<file path="src/rtl/alu_issue.sv">
// Issue/sequencing wrapper around an external combinational ALU: latches one request,
// waits the op-dependent number of EXEC cycles, captures HI/LO and holds the response.
module alu_issue #(
  parameter int MULDIV_WAIT = 4
) (
  input  logic        clk,
  input  logic        clr,
  input  logic        req_valid,
  output logic        req_ready,
  input  logic [4:0]  req_opcode,
  input  logic [31:0] req_y,
  input  logic [31:0] req_b,
  input  logic        req_incpc,
  input  logic        req_br,
  output logic        rsp_valid,
  input  logic        rsp_ready,
  output logic [31:0] rsp_hi,
  output logic [31:0] rsp_lo,
  output logic        rsp_err,
  output logic [31:0] alu_y,
  output logic [31:0] alu_b,
  output logic [4:0]  alu_opcode,
  output logic        alu_incpc,
  output logic        alu_br,
  input  logic [31:0] alu_hi,
  input  logic [31:0] alu_lo,
  output logic [31:0] hi_reg,
  output logic [31:0] lo_reg
);

  localparam int DATA_W = 32;

  localparam logic [4:0] OP_MUL  = 5'b01111;
  localparam logic [4:0] OP_DIV  = 5'b10000;
  localparam logic [4:0] OP_MFHI = 5'b11000;
  localparam logic [4:0] OP_MFLO = 5'b11001;

  typedef enum logic [1:0] {IDLE, EXEC, DONE} state_e;
  typedef enum logic [1:0] {CL_ALU, CL_MULDIV, CL_MOVE, CL_ERR} class_e;

  state_e              state_q, state_d;
  logic [3:0]          cnt_q, cnt_d;
  logic [DATA_W-1:0]   y_q, b_q, rsp_hi_q, rsp_lo_q, hi_q, lo_q;
  logic [4:0]          op_q;
  logic                incpc_q, br_q, rsp_err_q;
  logic                accept, capture;
  class_e              cls;

  // An IncPC request always runs through the ALU, whatever the opcode says.
  function automatic class_e classify(input logic [4:0] op, input logic [DATA_W-1:0] b,
                                      input logic incpc);
    if (incpc) return CL_ALU;
    case (op) inside
      [5'b00000:5'b01110], 5'b10001, 5'b10010, 5'b10011, 5'b11100: return CL_ALU;
      OP_MUL:           return CL_MULDIV;
      OP_DIV:           return (b != '0) ? CL_MULDIV : CL_ERR;
      OP_MFHI, OP_MFLO: return CL_MOVE;
      default:          return CL_ERR;
    endcase
  endfunction

  assign cls     = classify(req_opcode, req_b, req_incpc);
  assign accept  = (state_q == IDLE) && req_valid;
  assign capture = (state_q == EXEC) && (cnt_q == 4'd0);

  always_ff @(posedge clk or negedge clr) begin
    if (!clr) begin
      state_q <= IDLE;
      cnt_q   <= 4'd0;
    end else begin
      state_q <= state_d;
      cnt_q   <= cnt_d;
    end
  end

  always_comb begin
    state_d = state_q;
    cnt_d   = cnt_q;
    case (state_q)
      IDLE: begin
        if (req_valid) begin
          case (cls)
            CL_ALU:    begin state_d = EXEC; cnt_d = 4'd0; end
            CL_MULDIV: begin state_d = EXEC; cnt_d = 4'(MULDIV_WAIT - 1); end
            default:   begin state_d = DONE; cnt_d = 4'd0; end
          endcase
        end
      end
      EXEC: begin
        if (cnt_q == 4'd0) state_d = DONE;
        else               cnt_d   = 4'(cnt_q - 4'd1);
      end
      DONE:    if (rsp_ready) state_d = IDLE;
      default: state_d = IDLE;
    endcase
  end

  always_comb begin
    req_ready = (state_q == IDLE);
    rsp_valid = (state_q == DONE);
    alu_incpc = (state_q == EXEC) && incpc_q;
  end

  // Operand latch on accept, response capture on EXEC exit or direct-to-DONE ops
  always_ff @(posedge clk or negedge clr) begin
    if (!clr) begin
      y_q       <= '0;
      b_q       <= '0;
      op_q      <= '0;
      incpc_q   <= 1'b0;
      br_q      <= 1'b0;
      rsp_hi_q  <= '0;
      rsp_lo_q  <= '0;
      rsp_err_q <= 1'b0;
      hi_q      <= '0;
      lo_q      <= '0;
    end else begin
      if (accept) begin
        y_q     <= req_y;
        b_q     <= req_b;
        op_q    <= req_opcode;
        incpc_q <= req_incpc;
        br_q    <= req_br;
        if (cls == CL_MOVE) begin
          rsp_hi_q  <= '0;
          rsp_lo_q  <= (req_opcode == OP_MFHI) ? hi_q : lo_q;
          rsp_err_q <= 1'b0;
        end else if (cls == CL_ERR) begin
          rsp_hi_q  <= '0;
          rsp_lo_q  <= '0;
          rsp_err_q <= 1'b1;
        end
      end
      if (capture) begin
        rsp_hi_q  <= alu_hi;
        rsp_lo_q  <= alu_lo;
        rsp_err_q <= 1'b0;
        if (!incpc_q && (op_q == OP_MUL || op_q == OP_DIV)) begin
          hi_q <= alu_hi;
          lo_q <= alu_lo;
        end
      end
    end
  end

  assign alu_y      = y_q;
  assign alu_b      = b_q;
  assign alu_opcode = op_q;
  assign alu_br     = br_q;
  assign rsp_hi     = rsp_hi_q;
  assign rsp_lo     = rsp_lo_q;
  assign rsp_err    = rsp_err_q;
  assign hi_reg     = hi_q;
  assign lo_reg     = lo_q;

endmodule

</file>
<file path="config.mk">
export PLATFORM = sky130hd
export DESIGN_NAME = alu_issue
export DESIGN_NICKNAME = d
export VERILOG_FILES = /design/src/rtl/alu_issue.sv
export SDC_FILE = /design/constraint.sdc
export NUM_CORES = 1
export LEC_CHECK = 0
export CAP_MARGIN = 20
export CORE_UTILIZATION = 45
export CTS_CLUSTER_DIAMETER = 80
export DETAILED_ROUTE_END_ITERATION = 6
export PLACE_DENSITY = 0.79
export SLEW_MARGIN = 20
export SYNTH_ARGS = -nofsm -noshare
export SYNTH_HDL_FRONTEND = slang
export SYNTH_SLANG_ARGS = --single-unit
</file>
<file path="constraint.sdc">
create_clock -name clk -period 5.2 [get_ports clk]
set_input_delay 1.56 -clock clk [delete_from_list [all_inputs] [get_ports clk]]
set_output_delay 1.56 -clock clk [all_outputs]
set_load 0.01 [all_outputs]
</file>
# After elaboration in Yosys (flattened, before gate mapping)

Cells that the tools add are included.

Output and inout port bits: 202
Bits of input ports: 139
Logic and storage cells: 84
Register bits: 206

Muxes and demuxes: 29
$add $sub $neg: 1
Equal/unequal tests: 19
Order comparisons: 2
Reduce and logical (&&, ||, !) cells: 21

Operator list:

| operator              | number |
|---|---|
| $mux W32              | 8 |
| $eq A5 B5 Y1 const B  | 8 |
| $reduce_bool A32 Y1   | 1 |
| $mux W2               | 11 |
| $eq A5 B4 Y1 const B  | 2 |
| $mux W4               | 2 |
| $pmux W4 S2           | 1 |
| $eq A2 B2 Y1 const B  | 3 |
| $mux W1               | 6 |
| $pmux W2 S3           | 1 |
| $reduce_and A3 Y1     | 2 |
| $ge A5 B1 Y1 const B  | 1 |
| $le A5 B4 Y1 const B  | 1 |
| $logic_and A1 B1 Y1   | 5 |
| $reduce_or A5 Y1      | 1 |
| $eq A2 B1 Y1 const B  | 2 |
| $logic_not A2 Y1      | 2 |
| $logic_not A4 Y1      | 1 |
| $ne A2 B1 Y1 const B  | 2 |
| $ne A2 B2 Y1 const B  | 2 |
| $reduce_and A2 Y1     | 2 |
| $reduce_bool A2 Y1    | 2 |
| $reduce_or A2 Y1      | 2 |
| $sub A4 B1 Y4 const B | 1 |
| other kinds (3)       | 3 |

# Logic depth before layout (Yosys ltp)

Gate-level depths: netlist of run 1.

Word-level depth: 12
Depth in mapped cells: 8
Depth with buffers taken out: 6

# Worst setup path before layout of run 1

OpenSTA, ideal clock, no wires.

Path type: input-to-reg
From: input req_opcode[0]
To: register rsp_lo_q[23], in the netlist rsp_lo[23]
Path slack: 2176 ps
Required time: 5121 ps
Arrival: 2945 ps
Library setup time: 79 ps
Path buffers: 2
Stages on the path: 7
Cell sequence: nor2_1 and3_1 or4_4 nor3_2 buf_4 buf_6 mux2i_1

Word-level cells in the longest chain between the ends: 11
Elaborated cells on any way between the ends: 26
Classes of those cells: order compare (2); eq/ne (10); mux (9); reduce/logical (5)

RTL lines:

| item                            | line    | RTL |
|---|---|---|
| start: declaration              | 10      | `input logic [4:0] req_opcode,` |
| $eq A5 B5 Y1 (on tied branches) | 62, 126 |  |
| $reduce_or A2 Y1                | 53      | `case (op) inside` |
| $mux W1                         | 53      |  |
| $mux W2 (4 in series)           | 53      |  |
| $eq A2 B2 Y1                    | 124     | `if (cls == CL_MOVE) begin` |
| $mux W32                        | 124     |  |
| $mux W32                        | 118     | `if (accept) begin` |
| $mux W32                        | 134     | `if (capture) begin` |
| end signal: assignment          | 126     | `rsp_lo_q <= (req_opcode == OP_MFHI) ? hi_q : lo_q;` |
| end signal: assignment          | 136     | `rsp_lo_q <= alu_lo;` |
| end: declaration                | 43      | `logic [DATA_W-1:0] y_q, b_q, rsp_hi_q, rsp_lo_q, hi_q, lo_q;` |

Parallel ways exist; a longest one is shown, timed or not. The select of a mux whose other input is x is not followed.
A chain may end at the register's enable or synchronous reset.

# Worst setup path after layout of run 1

From: register state_q[0]
To: output alu_incpc

Word-level cells in the longest chain between the ends: 2

RTL lines:

| item                     | line | RTL |
|---|---|---|
| start: declaration       | 41   | `state_e state_q, state_d;` |
| start signal: assignment | 71   | `state_q <= state_d;` |
| $eq A2 B1 Y1             | 101  | `alu_incpc = (state_q == EXEC) && incpc_q;` |
| $logic_and A1 B1 Y1      | 101  |  |
| end: declaration         | 23   | `output logic alu_incpc,` |

No other way between the ends.

==> results.ini, run 1 <==
[job]
drv.max_cap_violation_count = 0

[placed_design]
gpl.final_weighted_congestion = 0.871
dpl_cell_area_um2 = 12500
port-buffer-count = 340
post_detail_place_hpwl_mm = 17.9

[drt]
routed_via_density = 5.04
1st_iter_drt_viols = 238
routed-via-count = 7191
drc = 0
drt-total-wl_mm = 25.8
drt_pre_antenna_iters = 4
drtAntennaViolNets = 0
wire_per_inst_um = 18.1

[logic_synthesis]
cells_after_synth = 824
syn-mean-instance-area_um2 = 10.7
yosysTopAreaCellShare = 0.583
synth-seq-cells = 206
mappedNetlistNets = 965
yosys-top-cells-area = dfrtp_1, nand2_1, mux2_2, mux2i_1, a21oi_1
synthFlopType = dfrtp_1
synth.yosys.seq_area_share = 0.583
synth_top_cells_by_count = nand2_1, dfrtp_1, mux2_2, mux2i_1, a21oi_1
synth_area_um2 = 8840
synth-async-reset-ratio = 1.00
synth.lib_cells_used.distinct = 33
synth-warning-count = 0
synth.most_common_cell = nand2_1
synth_enable_flop_cells = 0
synth_largest_area_cell = dfrtp_1

[critical_path]
crit_required_ns = 3.64
arrival_ns = 2.22
end_kind = output port
crit_start = state_q[0]
path_cells = nor2b_1 -> and2_1 -> clkdlybuf4s50_1
worstPathMaxFanout = 8
r2r_setup_slack_ns = 2.38
worstSetupPathType = reg2out
r2r_start = cnt_q[0]
cp_top_family = simple AND/OR/NAND/NOR gates
critical_path.n_buffers_inverters = 1
critical_path.startpoint_type = flip-flop
slowest_delay_ns = 0.60
crit_slowest_cell = clkdlybuf4s50_1

[clock_tree]
cts-hold-fix-buffers = 0
clock_latency_ns = 0.49
post_cts.resized_instances = 0
post_cts_buffers = 0
cts_inserted_buffers = 22
max-clock-path-buffers = 3
clk_pin_slew_worst_paths_ns = 0.06
tritoncts = built
clock-sinks = 206
cts_root_buf = clkbuf_16
cts_max_level = 1

[grt]
grt_use_total = 0.260
grt_antenna_before_repair = 0
first_global_vias = 7612
largest_net_degree_at_the_start_of_global_routing = 95
grt_pass1_wl_mm = 40.9
overflow = 0

[floorplan]
fp.dieW_um = 142
floorplan.die_area_um2 = 20200
initial_utilization = 0.466
core.rowCount = 50
io_pins = 341
die_height_um = 142
core-area_um2 = 19000

[sta]
fin_setup_tns_ns = 0
setup_viol = 0
report.final.hold_viol_count = 0
timing.max_slew.rel_slack = 0.351
skew_ns = 0.00571
final-max-slew-violation-count = 0
share_of_the_clock_period_used_by_the_worst_path = 0.727
maxClockFrequency_mhz = 264
min_period_ns = 3.78
worst_slew_pin_slew_ns = 0.973
rsz0062_at_grt = false

[outcome]
outcome = completed

[final_layout]
drive_gt1_frac = 0.122
final_util = 0.695
multi_input_comb_area_um2 = 3480
seqCellArea_um2 = 5150
nNetsFinal = 1295
finalInstanceArea_um2 = 13200
syn2layout_area_growth_pct = 49.0
final.fill_count = 1455

[power_and_ir_drop]
leakage_nw = 6.15
power.ir.vdd_worst_v = 0.000333
power_per_cell_area_nw_per_um2 = 557

[worst_hold_path]
min_from = alu_b[2]
min-delay-path-class = reg2reg

==> layout by cell type, fill, tap and decap left out, types with 2 or more instances in the layout <==
| master | n |
|---|---|
| dfrtp_1 | 206 |
| a21oi_1 | 36 |
| nor2b_1 | 3 |
| nor2_1 | 9 |
| a31oi_1 | 2 |
| nand4_1 | 3 |
| o21ai_0 | 2 |
| ha_1 | 2 |
| clkbuf_16 | 23 |
| buf_4 | 12 |
| mux2_1 | 5 |
| inv_1 | 5 |
| mux2_2 | 91 |
| and2_1 | 2 |
| nor3_4 | 2 |
| nor3_1 | 3 |
| a211o_1 | 2 |
| mux2i_1 | 66 |
| clkbuf_8 | 6 |
| nand2_1 | 315 |
| nand2b_1 | 3 |
| clkdlybuf4s50_1 | 339 |
| clkbuf_1 | 5 |
| nor4_1 | 9 |
==> cells by family after synthesis <==
logic type,Yosys count,share of synthesized area
multiplexers,162,0.197
AO/OA/AOI/OAI,46,0.0284
buffers and inverters,51,0.0270
flip-flops,206,0.583
adder cells (fa/ha/maj),2,0.00283
AND/OR/NAND/NOR,357,0.162
==> metrics by stage <==
step                      instances  hold WS [ns]  power (mW)  worst slack [ns]
after global routing           1425         0.489        7.77              1.27
after detailed placement       1390         0.462        5.84              1.12
final                          1426         0.473        7.34              1.42
after global placement         1390         0.456        5.76              1.22
after floorplan                 824         0.514        4.01              2.18
after CTS                      1425         0.476        7.41              1.39
==> worst reg2reg max path, cell delays in order, from the launching register on <==
cell     delay [ns]
dfrtp_1        0.37
inv_1          0.09
ha_1           0.20
nor3b_1        0.57
nand2_4        0.10
nor3_4         0.17
buf_4          0.70
mux2_2         0.50
==> metal layers <==
metal | GRT usage | part of all wire
met1 | 0.313 | 0.39
met5 | 0 | 0
met3 | 0.0703 | 0.081
met4 | 0.105 | 0.043
met2 | 0.442 | 0.48
==> power breakdown <==
part	switching, mW	internal [mW]
registers	0.415	2.27
logic	1.41	1.72
clock network	0.608	0.920
==> area by class of cell <==
type	count	area share
timing repair buffer	352	0.265
tap	260	0.0247
clock inverter	2	0.00266
inverter	5	0.00142
sequential	206	0.391
multi-input combinational	567	0.264
clock buffer	33	0.0503
antenna	1	0.000190
==> final timing paths <==
check,end,depth (start not counted)
worst max-delay path,alu_incpc,3
worst min-delay path,alu_b[2],2
worst max register to register,lo_reg[18],7
worst min register to register,alu_b[2],2
max in group asynchronous,hi_reg[5],2
min in group asynchronous,hi_reg[12],1
(Power assumes the default switching activity.)
==> inputs of run 2 (changes only) <==
--- a/config.mk
+++ b/config.mk
@@ -6,10 +6,10 @@
 export NUM_CORES = 1
 export LEC_CHECK = 0
 export CAP_MARGIN = 20
-export CORE_UTILIZATION = 45
+export CORE_UTILIZATION = 44
 export CTS_CLUSTER_DIAMETER = 80
 export DETAILED_ROUTE_END_ITERATION = 6
-export PLACE_DENSITY = 0.79
+export PLACE_DENSITY = 0.77
 export SLEW_MARGIN = 20
 export SYNTH_ARGS = -nofsm -noshare
 export SYNTH_HDL_FRONTEND = slang
==> constraint.sdc (replaced) <==
create_clock -name clk -period 3.6 [get_ports clk]
set_input_delay 1.08 -clock clk [delete_from_list [all_inputs] [get_ports clk]]
set_output_delay 1.08 -clock clk [all_outputs]
set_load 0.01 [all_outputs]
==> run 2 against run 1 <==
Against the previous run: power up 44%; highest routed layer unchanged; wire length up 1.0%; largest cell class unchanged; non-clock buffer count up 4; hold slack worse by 0.0020 ns; critical endpoint unchanged; critical path depth up 1.
==> results.ini, run 2 (synthesized netlist as in run 1, its figures left out) <==
[floorplan]
floorplan.die_area_um2 = 20700  ; +2.2%
fp.dieW_um = 144  ; +1.1%
die_height_um = 144  ; +1.1%
core.rowCount = 51  ; +2.0%
initial_utilization = 0.451  ; -0.0151
io_pins = 341  ; unchanged
core-area_um2 = 19600  ; +3.3%

[final_layout]
multi_input_comb_area_um2 = 3480  ; unchanged
syn2layout_area_growth_pct = 50.1
seqCellArea_um2 = 5150  ; unchanged
final.fill_count = 1512  ; +3.9%
final_util = 0.678  ; -0.0173
nNetsFinal = 1299  ; +0.31%
leading_cell_type_in_the_layout_fill_and_taps_excluded = clkdlybuf4s50_1
antenna_cells_inserted = 0  ; -1
drive_gt1_frac = 0.127  ; +0.00524
leading_cell_types_in_the_layout_fill_and_taps_excluded = clkdlybuf4s50_1, nand2_1, dfrtp_1, mux2_2, mux2i_1

[sta]
finalWorstSetupSlack_ns = 0.583  ; -0.835 ns
worst_slew_pin_slew_ns = 0.998  ; +0.0242 ns
share_of_the_clock_period_used_by_the_worst_path = 0.838
skew_ns = 0.00947  ; +0.00376 ns
report.final.hold_viol_count = 0  ; unchanged
maxClockFrequency_mhz = 331
rsz0062_at_grt = false
min_period_ns = 3.02
setup_viol = 0  ; unchanged
timing.max_slew.rel_slack = 0.335  ; -0.0162
fin_setup_tns_ns = 0  ; unchanged
final-max-slew-violation-count = 0  ; unchanged

[critical_path]
critical_path.startpoint_type = flip-flop
critical_path.n_buffers_inverters = 2  ; +1
arrival_ns = 1.94  ; -0.28 ns
worstSetupPathType = reg2out
crit_required_ns = 2.52  ; -1.12 ns
cp_top_family = buffers and inverters
path_cells = nor2b_1 -> buf_4 -> and2_1 -> clkdlybuf4s50_1
crit_slowest_cell = clkdlybuf4s50_1
end_kind = output port
slowest_delay_ns = 0.58  ; -0.02 ns
worstPathMaxFanout = 8  ; unchanged

[drt]
drtAntennaViolNets = 0  ; unchanged
routed_via_density = 5.07  ; +0.56%
1st_iter_drt_viols = 267  ; +12%
drt-total-wl_mm = 26.1  ; +1.0%
routed-via-count = 7287  ; +1.3%
wire_per_inst_um = 18.1  ; +0.23%
drt_pre_antenna_iters = 4  ; unchanged
drc = 0  ; unchanged

[clock_tree]
cts_root_buf = clkbuf_16
post_cts_buffers = 0  ; unchanged
cts-hold-fix-buffers = 0  ; unchanged
clock_latency_ns = 0.50  ; about the same
post_cts.resized_instances = 0  ; unchanged
cts_inserted_buffers = 22  ; unchanged
clk_pin_slew_worst_paths_ns = 0.06  ; about the same
clock-sinks = 206  ; unchanged
cts_max_level = 1  ; unchanged
max-clock-path-buffers = 3  ; unchanged
tritoncts = built

[grt]
global_route.usage.met2 = 0.434  ; -0.00787
largest_net_degree_at_the_start_of_global_routing = 88  ; -7.4%
busiest_layer = met2
grt_pass1_wl_mm = 40.4  ; -1.1%
grt_use_met3 = 0.0710  ; +0.000653
met1_usage = 0.310  ; -0.00260
first_global_vias = 7497  ; -1.5%
grt_use_total = 0.255  ; -0.00552
overflow = 0  ; unchanged
grt_antenna_before_repair = 0  ; unchanged

[placed_design]
dp_slack_ns = 0.199  ; -0.924 ns
post_detail_place_hpwl_mm = 18.2  ; +1.4%
port-buffer-count = 340  ; unchanged
gpl.final_weighted_congestion = 0.841  ; -3.5%

[job]
drv.max_cap_violation_count = 0  ; unchanged

[worst_hold_path]
min-delay-path-class = reg2reg

[outcome]
outcome = completed

[power_and_ir_drop]
power.ir.vdd_worst_v = 0.000518  ; +55%
power_per_cell_area_nw_per_um2 = 797  ; +43%
leakage_nw = 6.19  ; +0.68%

==> run 2: stage by stage <==
stage          total power, mW  std cells  area (µm²)  hold WS, ns
2_1_floorplan             5.79        824        8840        0.514
3_3_place_gp              8.35       1399       12600        0.457
3_5_place_dp              8.46       1399       12600        0.462
4_1_cts                   10.7       1437       13300        0.476
5_1_grt                   11.2       1437       13300        0.498
6_report                  10.6       1437       13300        0.471
==> run 2: final timing paths <==
path	cells past startpoint	slack, ns	end	startpoint
max	4	0.58	alu_incpc	state_q[0]
min	2	0.47	alu_y[23]	alu_y[23]
max reg2reg	7	1.03	lo_reg[5]	cnt_q[0]
min reg2reg	2	0.47	alu_y[23]	alu_y[23]
max in group asynchronous	2	2.17	alu_y[17]	clr
min in group asynchronous	1	0.62	rsp_hi[17]	clr
==> run 2: cell type report <==
class	count	area share
inverter	5	0.00141
tap	265	0.0250
timing repair buffer	356	0.271
clock buffer	33	0.0499
multi-input combinational	567	0.262
sequential	206	0.388
clock inverter	5	0.00207
==> run 2: where the power goes <==
| group | internal (mW) | leakage, nW | total [mW] | switching, mW |
|---|---|---|---|---|
| logic | 2.51 | 3.19 | 4.54 | 2.03 |
| registers | 3.28 | 2.65 | 3.89 | 0.613 |
| clock network | 1.27 | 0.341 | 2.16 | 0.893 |
| total | 7.05 | 6.19 | 10.6 | 3.54 |
==> run 2: worst min-delay path, cell delays in order (launching register included) <==
cell,delay (ns)
dfrtp_1,0.34
nand2_1,0.05
nand2_1,0.05
==> run 2: metal layers <==
layer / wire length (µm) / up-vias
li1: - / 3393
met1: 10500 / 3550
met2: 12600 / 290
met3: 2180 / 54
met4: 765 / 0
met5: 0 / -
==> inputs of run 3 (changes only) <==
--- a/config.mk
+++ b/config.mk
@@ -6,10 +6,10 @@
 export NUM_CORES = 1
 export LEC_CHECK = 0
 export CAP_MARGIN = 20
-export CORE_UTILIZATION = 44
+export CORE_UTILIZATION = 40
 export CTS_CLUSTER_DIAMETER = 80
 export DETAILED_ROUTE_END_ITERATION = 6
-export PLACE_DENSITY = 0.77
+export PLACE_DENSITY = 0.74
 export SLEW_MARGIN = 20
 export SYNTH_ARGS = -nofsm -noshare
 export SYNTH_HDL_FRONTEND = slang
==> constraint.sdc (replaced) <==
create_clock -name clk -period 2.6 [get_ports clk]
set_input_delay 0.78 -clock clk [delete_from_list [all_inputs] [get_ports clk]]
set_output_delay 0.78 -clock clk [all_outputs]
set_load 0.01 [all_outputs]
==> run 3 against run 2 <==
Against the previous run: power grew 46%; combinational power increased by 40%; sequential cell count did not move; clock power rose by 72%; highest routed layer unchanged.
==> results.ini, run 3 (synthesized netlist as in run 1, its figures left out) <==
[sta]
timing.max_slew.rel_slack = 0.634  ; +0.299
finalHoldWorstSlack_ns = 0.272  ; -0.199 ns
report.final.hold_viol_count = 0  ; unchanged
rsz0062_at_grt = false
maxClockFrequency_mhz = 402
final-max-slew-violation-count = 0  ; unchanged
share_of_the_clock_period_used_by_the_worst_path = 0.956
min_period_ns = 2.49
finalWorstSetupSlack_ns = 0.114  ; -0.469 ns
fin_setup_tns_ns = 0  ; unchanged
skew_ns = 0.0134  ; +0.00394 ns
setup_viol = 0  ; unchanged
worst_slew_pin_slew_ns = 0.549  ; -0.449 ns

[drt]
drt_pre_antenna_iters = 4  ; unchanged
routed_via_density = 4.97  ; -2.0%
drc = 0  ; unchanged
1st_iter_drt_viols = 226  ; -15%
drt-total-wl_mm = 26.1  ; +0.12%
drtAntennaViolNets = 0  ; unchanged
routed-via-count = 7407  ; +1.6%
wire_per_inst_um = 17.5  ; -3.4%

[grt]
first_global_vias = 7610  ; +1.5%
largest_net_degree_at_the_start_of_global_routing = 74  ; -16%
grt_antenna_before_repair = 0  ; unchanged
grt_pass1_wl_mm = 40.6  ; +0.36%
grt_use_total = 0.230  ; -0.0243
overflow = 0  ; unchanged

[critical_path]
arrival_ns = 1.71  ; -0.23 ns
r2r_setup_slack_ns = 0.36  ; -0.67 ns
worstPathMaxFanout = 5  ; -3
r2r_start = cnt_q[1]
path_cells = nor2_2 -> clkdlybuf4s50_1
end_kind = output port
critical_path.startpoint_type = flip-flop
crit-reg2reg-capture = hi_reg[26]
crit_slowest_cell = clkdlybuf4s50_1
worstSetupPathType = reg2out
r2r_cells = 8  ; +1
crit_required_ns = 1.82  ; -0.70 ns
slowest_delay_ns = 0.59  ; about the same

[power_and_ir_drop]
leakage_nw = 6.50  ; +5.1%
finalPower_mw = 15.5  ; +46%
power_per_cell_area_nw_per_um2 = 1110  ; +40%
power.ir.vdd_worst_v = 0.000566  ; +9.3%

[floorplan]
core.rowCount = 54  ; +5.9%
io_pins = 341  ; unchanged
core-area_um2 = 21800  ; +11%
floorplan.die_area_um2 = 22700  ; +9.9%
initial_utilization = 0.406  ; -0.0449
fp.dieW_um = 151  ; +4.8%
die_height_um = 151  ; +4.8%

[job]
drv.max_cap_violation_count = 0  ; unchanged

[worst_hold_path]
min-delay-path-class = in2async

[clock_tree]
clock-sinks = 206  ; unchanged
cts_root_buf = clkbuf_16
cts-hold-fix-buffers = 0  ; unchanged
clk_pin_slew_worst_paths_ns = 0.06  ; about the same
tritoncts = built
max-clock-path-buffers = 3  ; unchanged
cts_max_level = 1  ; unchanged
cts_inserted_buffers = 24  ; +9.1%
clock_latency_ns = 0.51  ; about the same

[final_layout]
leading_cell_type_in_the_layout_fill_and_taps_excluded = clkdlybuf4s50_1
drive_gt1_frac = 0.159  ; +0.0315
syn2layout_area_growth_pct = 56.9
antenna_cells_inserted = 0  ; unchanged
nNetsFinal = 1335  ; +2.8%
leading_cell_types_in_the_layout_fill_and_taps_excluded = clkdlybuf4s50_1, nand2_1, dfrtp_1, mux2_2, mux2i_1
final_util = 0.638  ; -0.0402

[placed_design]
post_detail_place_hpwl_mm = 18.3  ; +0.89%
port-buffer-count = 340  ; unchanged
dp_slack_ns = -0.426  ; -0.625 ns
gpl.final_weighted_congestion = 0.826  ; -1.8%

[outcome]
outcome = completed

==> run 3: cell count changes in the layout (fill, tap and decap cells not counted), sizes merged <==
cell / previous run / this run
dlymetal6s2s: 0 / 1
buf: 16 / 50
clkdlybuf4s50: 339 / 338
clkbuf: 34 / 33
bufinv: 0 / 5
==> run 3: worst max path at each step <==
stage                              from          to  slack [ns]  cells past startpoint
after floorplan           req_opcode[0]  rsp_lo[23]        0.36                      7
final                        state_q[0]   req_ready        0.11                      2
after global placement        req_b[16]   rsp_lo[2]       -0.36                      9
after detailed placement      req_b[16]  rsp_lo[28]       -0.43                      9
after CTS                    state_q[0]   alu_incpc        0.01                      3
after global routing          req_b[16]   rsp_lo[2]        0.02                      9
==> run 3: through the flow <==
| stage | cells | instance area [µm²] |
|---|---|---|
| after CTS | 1490 | 13900 |
| final | 1490 | 13900 |
| after global routing | 1490 | 13900 |
| after floorplan | 824 | 8840 |
| after detailed placement | 1448 | 13000 |
| after global placement | 1448 | 13000 |
==> run 3: routing by layer <==
metal | part of all wire | up-vias | GRT usage
li1 | - | 3471 | -
met1 | 0.40 | 3602 | 0.287
met2 | 0.48 | 296 | 0.387
met3 | 0.10 | 38 | 0.0712
met4 | 0.019 | 0 | 0.0600
met5 | 0 | - | 0
==> run 3: final cells by class <==
cell class              count  area [µm²]
clock buffers              32         702
clock inverters            10         185
fillers                  1732        7890
inverters                   5        18.8
multi-input cells         567        3490
flip-flops and latches    206        5150
well taps                 280         350
repair buffers            390        3970
==> run 3: power by group <==
group          total, mW  internal, mW  switching (mW)  leakage, nW
clock               3.72          2.39            1.33        0.433
combinational       6.35          3.55            2.80         3.42
sequential          5.39          4.54           0.854         2.65
total               15.5          10.5            4.99         6.50
==> run 3: worst max-delay path: cells and delay by family, from the launching register on <==
| kind | cells | cell delay, ns |
|---|---|---|
| buffers and inverters | 1 | 0.59 |
| flip-flops | 1 | 0.42 |
| AND/OR/NAND/NOR | 1 | 0.19 |
==> run 3: timing repair <==
item                       CTS  global route
setup endpoints to repair    0            23
setup buffers                0             0
gates resized for setup      0             3
